$ cat src/rtl/bbpd_dlf_pmix_pkg.sv
// ============================================================================
// Module      : bbpd_dlf_pmix_pkg
// Description : Shared defaults, types and Alexander decision helper for the
//               bang-bang CDR (phase detector, loop filter, interpolator).
// Revision    : 1.0 - initial release
// ============================================================================
`default_nettype none

package bbpd_dlf_pmix_pkg;

  localparam int C_CODE_W   = 11;
  localparam int C_NOM_STEP = 128;
  localparam int C_KP       = 4;
  localparam int C_KI       = 1;
  localparam int C_INT_W    = 12;
  localparam int C_FRAC     = 4;

  typedef logic        [C_CODE_W-1:0] code_t;
  typedef logic signed [C_INT_W-1:0]  integ_t;

  typedef enum logic [1:0] {
    PD_NONE = 2'b00,
    PD_UP   = 2'b01,
    PD_DN   = 2'b10
  } pd_dir_e;

  // With a transition present, the edge sample matches exactly one of the two
  // data samples: matching the new one means the clock is late.
  function automatic pd_dir_e alex_decide(
    input logic d_prev,
    input logic e_smp,
    input logic d_new
  );
    pd_dir_e dir;
    if (d_prev == d_new) begin
      dir = PD_NONE;
    end else if (e_smp == d_new) begin
      dir = PD_UP;
    end else begin
      dir = PD_DN;
    end
    return dir;
  endfunction

endpackage

`default_nettype wire

$ cat src/rtl/bbpd_core.sv
// ============================================================================
// Module      : bbpd_core
// Description : Alexander bang-bang phase detector: data/edge sampling of Din
//               and registered one-clk Up/Dn decision pulses.
// Revision    : 1.0 - initial release
// ============================================================================
`default_nettype none

module bbpd_core
  import bbpd_dlf_pmix_pkg::*;
(
  input  logic clk,
  input  logic rst_n,
  input  logic din_i,
  input  logic data_evt_i,
  input  logic edge_evt_i,
  output logic dout_o,
  output logic up_o,
  output logic dn_o
);

  logic    d_q;
  logic    d_prev_q;
  logic    e_q;
  logic    data_evt_q;
  logic    up_q;
  logic    dn_q;
  pd_dir_e dir_w;

  assign dir_w = alex_decide(d_prev_q, e_q, d_q);

  // The decision is taken one clk after the data event, from the registered
  // samples, so the pulse lands exactly one clk after the event.
  always_ff @(posedge clk or negedge rst_n) begin
    if (!rst_n) begin
      d_q        <= 1'b0;
      d_prev_q   <= 1'b0;
      e_q        <= 1'b0;
      data_evt_q <= 1'b0;
      up_q       <= 1'b0;
      dn_q       <= 1'b0;
    end else begin
      data_evt_q <= data_evt_i;
      if (data_evt_i) begin
        d_q      <= din_i;
        d_prev_q <= d_q;
      end
      if (edge_evt_i) begin
        e_q <= din_i;
      end
      up_q <= data_evt_q && (dir_w == PD_UP);
      dn_q <= data_evt_q && (dir_w == PD_DN);
    end
  end

  assign dout_o = d_q;
  assign up_o   = up_q;
  assign dn_o   = dn_q;

endmodule

`default_nettype wire

$ cat src/rtl/bbpd_dlf_pmix.sv
// ============================================================================
// Module      : bbpd_dlf_pmix
// Description : Bang-bang CDR: phase interpolator (reference accumulator plus
//               code), Alexander detector and digital loop filter. Define
//               DLF_INTEGRAL_PATH_EN to add the saturating integral path.
// Revision    : 1.0 - initial release
// ============================================================================
`default_nettype none

module bbpd_dlf_pmix
  import bbpd_dlf_pmix_pkg::*;
#(
  parameter int CODE_W   = C_CODE_W,
  parameter int NOM_STEP = C_NOM_STEP,
  parameter int KP       = C_KP,
  parameter int KI       = C_KI,
  parameter int INT_W    = C_INT_W,
  parameter int FRAC     = C_FRAC
) (
  input  logic              clk,
  input  logic              rst_n,
  input  logic              Din,
  output logic              PI_Clk,
  output logic              Dout,
  output logic              Up,
  output logic              Dn,
  output logic [CODE_W-1:0] code
);

  localparam logic [CODE_W-1:0] C_STEP = CODE_W'(NOM_STEP);
  localparam logic [CODE_W-1:0] C_KP_V = CODE_W'(KP);

  if (NOM_STEP < 1 || NOM_STEP >= 2**(CODE_W-1) || KP < 0 || KI < 0 ||
      FRAC < 0 || INT_W <= FRAC || CODE_W < 2) begin : g_bad_param
    $error("bbpd_dlf_pmix: inconsistent parameter set");
  end

  logic [CODE_W-1:0] ref_q;
  logic [CODE_W-1:0] ref_d;
  logic [CODE_W-1:0] code_q;
  logic [CODE_W-1:0] code_d;
  logic [CODE_W-1:0] phase_w;
  logic [CODE_W-1:0] int_contrib_w;
  logic              pi_q;
  logic              pi_d;
  logic              data_evt_w;
  logic              edge_evt_w;
  logic              up_w;
  logic              dn_w;

  // PI_Clk is registered from the phase the accumulator is about to take, so
  // the first rise after reset follows 2^(CODE_W-1)/NOM_STEP clks.
  assign ref_d      = ref_q + C_STEP;
  assign phase_w    = ref_d + code_q;
  assign pi_d       = phase_w[CODE_W-1];
  assign data_evt_w = pi_d & ~pi_q;
  assign edge_evt_w = ~pi_d & pi_q;

  bbpd_core u_core (
    .clk        (clk),
    .rst_n      (rst_n),
    .din_i      (Din),
    .data_evt_i (data_evt_w),
    .edge_evt_i (edge_evt_w),
    .dout_o     (Dout),
    .up_o       (up_w),
    .dn_o       (dn_w)
  );

`ifdef DLF_INTEGRAL_PATH_EN
  localparam logic signed [INT_W:0] C_IMAX = (INT_W+1)'((2**(INT_W-1)) - 1);
  localparam logic signed [INT_W:0] C_IMIN = -C_IMAX;
  localparam logic signed [INT_W:0] C_KI_V = (INT_W+1)'(KI);

  logic signed [INT_W-1:0] integ_q;
  logic signed [INT_W-1:0] integ_d;
  logic signed [INT_W-1:0] integ_shr_w;
  logic signed [INT_W:0]   integ_sum_w;

  // One guard bit lets the +/-KI step be clamped symmetrically.
  always_comb begin
    integ_sum_w = {integ_q[INT_W-1], integ_q};
    if (up_w) begin
      integ_sum_w = integ_sum_w + C_KI_V;
    end else if (dn_w) begin
      integ_sum_w = integ_sum_w - C_KI_V;
    end
    if (integ_sum_w > C_IMAX) begin
      integ_d = C_IMAX[INT_W-1:0];
    end else if (integ_sum_w < C_IMIN) begin
      integ_d = C_IMIN[INT_W-1:0];
    end else begin
      integ_d = integ_sum_w[INT_W-1:0];
    end
  end

  assign integ_shr_w   = integ_d >>> FRAC;
  assign int_contrib_w = CODE_W'(integ_shr_w);

  always_ff @(posedge clk or negedge rst_n) begin
    if (!rst_n) begin
      integ_q <= '0;
    end else begin
      integ_q <= integ_d;
    end
  end
`else
  assign int_contrib_w = '0;
`endif

  // Code wraps freely: a full turn of the code is one UI of phase.
  always_comb begin
    code_d = code_q;
    if (up_w) begin
      code_d = code_q + C_KP_V + int_contrib_w;
    end else if (dn_w) begin
      code_d = code_q - C_KP_V + int_contrib_w;
    end
  end

  always_ff @(posedge clk or negedge rst_n) begin
    if (!rst_n) begin
      ref_q  <= '0;
      code_q <= '0;
      pi_q   <= 1'b0;
    end else begin
      ref_q  <= ref_d;
      code_q <= code_d;
      pi_q   <= pi_d;
    end
  end

  assign PI_Clk = pi_q;
  assign Up     = up_w;
  assign Dn     = dn_w;
  assign code   = code_q;

endmodule

`default_nettype wire

$ cat config.mk
export PLATFORM = sky130hd
export DESIGN_NAME = bbpd_dlf_pmix
export DESIGN_NICKNAME = d
export VERILOG_FILES = /design/src/rtl/bbpd_dlf_pmix_pkg.sv /design/src/rtl/bbpd_core.sv /design/src/rtl/bbpd_dlf_pmix.sv
export SDC_FILE = /design/constraint.sdc
export NUM_CORES = 1
export LEC_CHECK = 0
export CAP_MARGIN = 40
export CORE_UTILIZATION = 35
export DETAILED_ROUTE_END_ITERATION = 6
export GPL_TIMING_DRIVEN = 0
export PLACE_DENSITY_LB_ADDON = 0.2
export SLEW_MARGIN = 20
export SYNTH_ARGS = -nofsm -noshare
export SYNTH_HDL_FRONTEND = slang
export SYNTH_SLANG_ARGS = --single-unit
$ cat constraint.sdc
create_clock -name clk -period 3 [get_ports clk]
set_clock_uncertainty 0.05 [all_clocks]
set_input_delay 0.9 -clock clk [delete_from_list [all_inputs] [get_ports clk]]
set_output_delay 0.9 -clock clk [all_outputs]
set_load 0.005 [all_outputs]
Word level (Yosys, flattened, before mapping)
Index checks and enable logic that the tools add are counted.
Operators by class
  reduce and logical (&&, ||, !) cells: 3
  $add $sub $neg: 4
  equal/unequal tests: 4
  multiplexer cells: 4
  bitwise gates (word level): 4
Operator list (number)
  $mux 11: 2
  $add 11x11->11: 1
  $add 11x3->11 const B: 1
  $add 11x8->11 const B: 1
  $sub 11x3->11 const B: 1
  $mux 2: 2
  $and 1x1->1: 2
  $eq 1x1->1: 2
  $eq 2x1->1 const B: 1
  $eq 2x2->1 const B: 1
  $logic_and 1x1->1: 2
  $not 1->1: 2
  $reduce_bool 2->1: 1
Storage, ports and cells
  register bits after elaboration: 29
  output and inout port bits: 15

Longest topological paths before layout
  word-level depth: 5
  gate-level depth with buffers: 8
  gate-level depth less buffers: 8

By module
From an unflattened synthesis, not the netlist that was laid out.
Second synthesis, totals
  cells, all modules: 112
  area total of the unflattened synthesis: 1207.4 µm²
Modules (own cells, without submodules)
  bbpd_dlf_pmix: area an instance 969.7 µm², sequential area each 350.3 µm², cells each 97, instances 1
  bbpd_core: area an instance 237.7 µm², sequential area each 150.1 µm², cells each 15, instances 1

Worst setup path after synthesis
Ideal clock, no wire load.
  path kind: reg-to-reg
  start point: reg u_core.up_q, in the netlist u_core.up_o
  end point: reg code_q[10], in the netlist code[10]
  cell stages (with the launch flop): 8
  data required time: 2.815 ns
  path buffers: 0
  arrival time: 1.953 ns
  path slack: 0.862 ns
  setup time: 0.135 ns
  cell sequence: dfrtp_1 > inv_1 > ha_1 > nor2b_1 > o31a_1 > o41ai_2 > mux2i_1 > a211oi_2
On the way
  word-level cells in the longest chain between the ends: 1
  elaborated cells between the ends (all ways): 2
  classes of those cells: mux: 1; reduce/logical: 1
RTL lines
  start: declaration: line bbpd_core.sv:26  | logic up_q;
  start signal: assignment: line bbpd_core.sv:51  | up_q <= data_evt_q && (dir_w == PD_UP);
  $mux 11 or $reduce_bool 2->1 (tied branches)
  end signal: assignment: line bbpd_dlf_pmix.sv:128  | code_q <= code_d;
  end: declaration: line bbpd_dlf_pmix.sv:40  | logic [CODE_W-1:0] code_q;
Parallel ways exist; a longest one is shown, timed or not.
A chain may end at the register's enable or synchronous reset.

Worst setup path after layout
Same ends and word-level chain as after synthesis.

==> summary.md <==
| Metric | Value |
|---|---|
| CTS buffer count | 3 |
| Number of enable flip-flop cells after synthesis | 0 |
| Initial core utilization | 0.3736 |
| Maximum clock frequency | 412.0 MHz |
| Endpoint type of the worst setup path | register |
| Path category of the worst min-delay check | register to register |
| Number of DRC markers in iteration 0 | 35 |
| Synth unique cells | 40 |
| Total number of vias | 951 |
| Worst-Skew Late Latency | 0.29 ns |
| Critical path depth | 7 |
| Maximum fanout along the worst path | 9 |
| WP data required | 3.13 ns |
| CTS sink cnt | 20 |
| First-pass GRT wire length | 4222 um |
| CP startpoint | u_core.up_o |
| Post-route ant nets | 0 |
| IO Pins | 18 |
| Post-synth top area share | 0.3922 |
| Number of endpoints failing setup at the final stage | 0 |
| Family of cells with the greatest summed delay on the critical path | compound AO/OA/AOI/OAI gates |
| P&R area growth vs syn | 20.29% |
| Number of hold-slack violations in the final timing report | 0 |
| Combined global-route utilization of all metal layers | 0.1381 |
| Drt pass-1 iters | 4 |
| Slowest cell on crit path | sky130_fd_sc_hd__dfrtp_1 |
| Clock tree from TritonCTS | yes |
| Signal arrival time at the worst endpoint | between 2 and 3 ns |
| Post-detailed-placement cell area | 0.001499 mm^2 |
| Die boundary height | 62.39 um |
| Count of buffers added by post-CTS timing repair for setup | 0 |
| RR Startpoint | u_core.up_o |
| Post-synth ARST share | 1.000 |
| Antenna violations before repair | 0 |
| Post_cts resized | 0 |
| Headroom to the max-slew limit | 0.6657 |
| Clock root buffer master | sky130_fd_sc_hd__clkbuf_4 |
| Cell taking the most area after synthesis | sky130_fd_sc_hd__dfrtp_1 |
| Count of input and output buffers | 15 |
| Worst setup slack for register-to-register paths | 0.57 ns |
| Total non-filler cell area in the finished layout | 0.001535 mm^2 |
| Number of global-route vias before repair | 962 |
| Ratio of total power to cell area | 1178 mW/mm^2 |
| Maximum number of pins on one net before global-route repair | 12 |
| Syn_area_per_cell | approximately 10 um^2 |
| Final-layout fill cell count | about 340 |
| Actual slew at the worst max-slew pin | 0.4998 ns |
| Share of the cycle needed by the critical path after routing | 0.8090 |
| Cell count after synthesis | 126 |
| Post-detailed-route DRC marker count | 0 |
| Maxcap violations | 0 |
| Static power due to leakage | a little over 0.7 nW |
| Total grt overflow | 0 |
| Standard-cell row count | 21 |
| Area inside the core boundary | ~0.0034 mm^2 |
| Critical Setup Path Class | register to register |
| Hold Worst Slack | 0.4366 ns |
| Startpoint class of the critical path | register |
| Routed length per instance | 12.57 um |
| Max H-tree Level | 1 |
| Die Outline Area | 0.003892 mm^2 |
| Post-synthesis sequential area ratio | 0.3922 |
| Critical Path, Cell by Cell | inv_1 -> ha_1 -> nor2b_1 -> o31a_1 -> o41ai_2 -> mux2i_1 -> a211oi_2 |
| Synth cell count leaders | sky130_fd_sc_hd__dfrtp_1 (20), sky130_fd_sc_hd__nand2_1 (12), sky130_fd_sc_hd__ha_1 (10) |
| Fraction of final layout cells with drive strength greater than 1 | 0.1361 |
| Most common flop cell mapped by yosys | sky130_fd_sc_hd__dfrtp_1 |
| Ranking of synthesized cells by area | sky130_fd_sc_hd__dfrtp_1 (39%), sky130_fd_sc_hd__ha_1 (9.8%), sky130_fd_sc_hd__xor2_1 (4.8%) |
| Most instantiated library cell after synthesis | sky130_fd_sc_hd__dfrtp_1 |
| Die extent in x | 62.39 um |
| Critical path capture point | code[10] |
| Clk buf depth | 2 |
| Worst stage delay on the critical path | about 0.55 ns |
| Final worst path period need | 2.427 ns |
| Worst ir drop on vdd | ~0.53 mV |
| Worst reg-to-reg path cell count | 7 |
| RSZ-0062 raised after global routing | no |
| Setup tns final | 0 ns |
| Final slew viol count | 0 |
| DPL Wire Length | a little under 2000 um |
| Number of synthesized register bits | 20 |
| Post-layout util | 0.4495 |
| Total detailed-routing wirelength | 2426 um |
| Net total in the final layout | 162 |
| Number of buffers and inverters on the critical path | 1 |
| Total standard cell area after synthesis | roughly 0.0013 mm^2 |
| CTS clock-pin slew for the worst setup and hold paths | between 0.1 and 0.15 ns |
| Worst reg2reg endpoint | code[10] |
| Number of hold-repair buffers added at the cts stage | 0 |
| Count of inserted antenna diode cells | 0 |
| Detail-routed via count per cell | 4.927 |
| Routability congestion estimate | ~0.79 |
| Run status | finished clean |
| Number of warnings issued by yosys | 0 |
==> worst min path at each step <==
stage                end  slack, ns      start  cells past startpoint
2_1_floorplan   ref_q[7]       0.39   ref_q[7]                      1
3_3_place_gp   ref_q[10]       0.41  ref_q[10]                      1
3_5_place_dp    ref_q[7]       0.43   ref_q[7]                      1
4_1_cts         ref_q[7]       0.44   ref_q[7]                      1
5_1_grt         ref_q[9]       0.48   ref_q[9]                      1
6_report        ref_q[7]       0.44   ref_q[7]                      1
==> per-layer routing <==
layer  wire length (um)  global-route usage
met4                 47             0.07558
met2               1220              0.2390
met1               1102              0.1704
met5                  0                   0
met3                 55             0.01095
==> power by group <==
part	total, W	switching [W]	internal, W
Clock	0.000152	0.0000784	0.0000739
Combinational	0.00117	0.000554	0.000611
Sequential	0.000490	0.000117	0.000374
==> cells in the final DEF (no fill, tap or decap), types with 2 or more instances in the layout <==
cell / n
sky130_fd_sc_hd__dfrtp_1: 20
sky130_fd_sc_hd__a211oi_1: 2
sky130_fd_sc_hd__buf_4: 7
sky130_fd_sc_hd__xnor2_1: 2
sky130_fd_sc_hd__clkbuf_4: 3
sky130_fd_sc_hd__ha_1: 10
sky130_fd_sc_hd__nand3_1: 2
sky130_fd_sc_hd__or3b_2: 2
sky130_fd_sc_hd__inv_1: 8
sky130_fd_sc_hd__nor3_1: 3
sky130_fd_sc_hd__o21ai_0: 9
sky130_fd_sc_hd__nor2_1: 5
sky130_fd_sc_hd__a21boi_0: 2
sky130_fd_sc_hd__nand2b_1: 3
sky130_fd_sc_hd__a21oi_1: 5
sky130_fd_sc_hd__nand2_1: 12
sky130_fd_sc_hd__conb_1: 2
sky130_fd_sc_hd__clkdlybuf4s50_1: 15
sky130_fd_sc_hd__o211ai_1: 2
sky130_fd_sc_hd__xor2_1: 7
sky130_fd_sc_hd__mux2_4: 2
sky130_fd_sc_hd__nand3b_1: 2
==> registers in the layout (all words and copies together), names as in the netlist <==
| register | count |
|---|---|
| PI_Clk | 1 |
| code | 9 |
| ref_q | 4 |
| u_core.d_prev_q | 1 |
| u_core.data_evt_q | 1 |
| u_core.dn_o | 1 |
| u_core.dout_o | 1 |
| u_core.e_q | 1 |
| u_core.up_o | 1 |
==> area by class of cell <==
class	count	area (um^2)	share of cell area
plain buffers	8	56.30	0.03667
clock buffers	4	36.28	0.02363
inverters	8	30.03	0.01956
multi-input cells	91	693.2	0.4515
flip-flops and latches	20	500.5	0.3260
well taps	46	57.56	0.03749
repair buffers	16	161.4	0.1051
==> worst register-to-register path, delay by kind of cell, from the launching register on <==
kind	cells	cell delay, ns
compound gates	3	0.63
flops	1	0.55
fa+ha+maj	1	0.40
mux	1	0.26
buf+inv	1	0.25
simple gates	1	0.17
==> per-stage QoR <==
step | power [W] | instances | worst slack, ns
floorplan | 0.001302 | 127 | 0.8624
global placement | 0.001628 | 188 | 0.6063
CTS | 0.001823 | 193 | 0.5419
global route | 0.001966 | 193 | 0.4404
finish | 0.001808 | 193 | 0.5729
detailed placement | 0.001656 | 189 | 0.5591
==> kinds of logic (layout without fill, tap and decap cells) <==
group | after synthesis | in the layout | synth area share
other | 1 | 2 | 0.002938
adders and majority gates | 11 | 11 | 0.1137
and+or+nand+nor | 35 | 35 | 0.1451
muxes | 4 | 4 | 0.04020
AOI/OAI and AO/OA | 29 | 29 | 0.1578
xor gates and xnor gates | 10 | 10 | 0.08039
buffers and inverters | 16 | 36 | 0.06764
DFF | 20 | 20 | 0.3922
No activity file was read; power rests on OpenSTA's default activity.
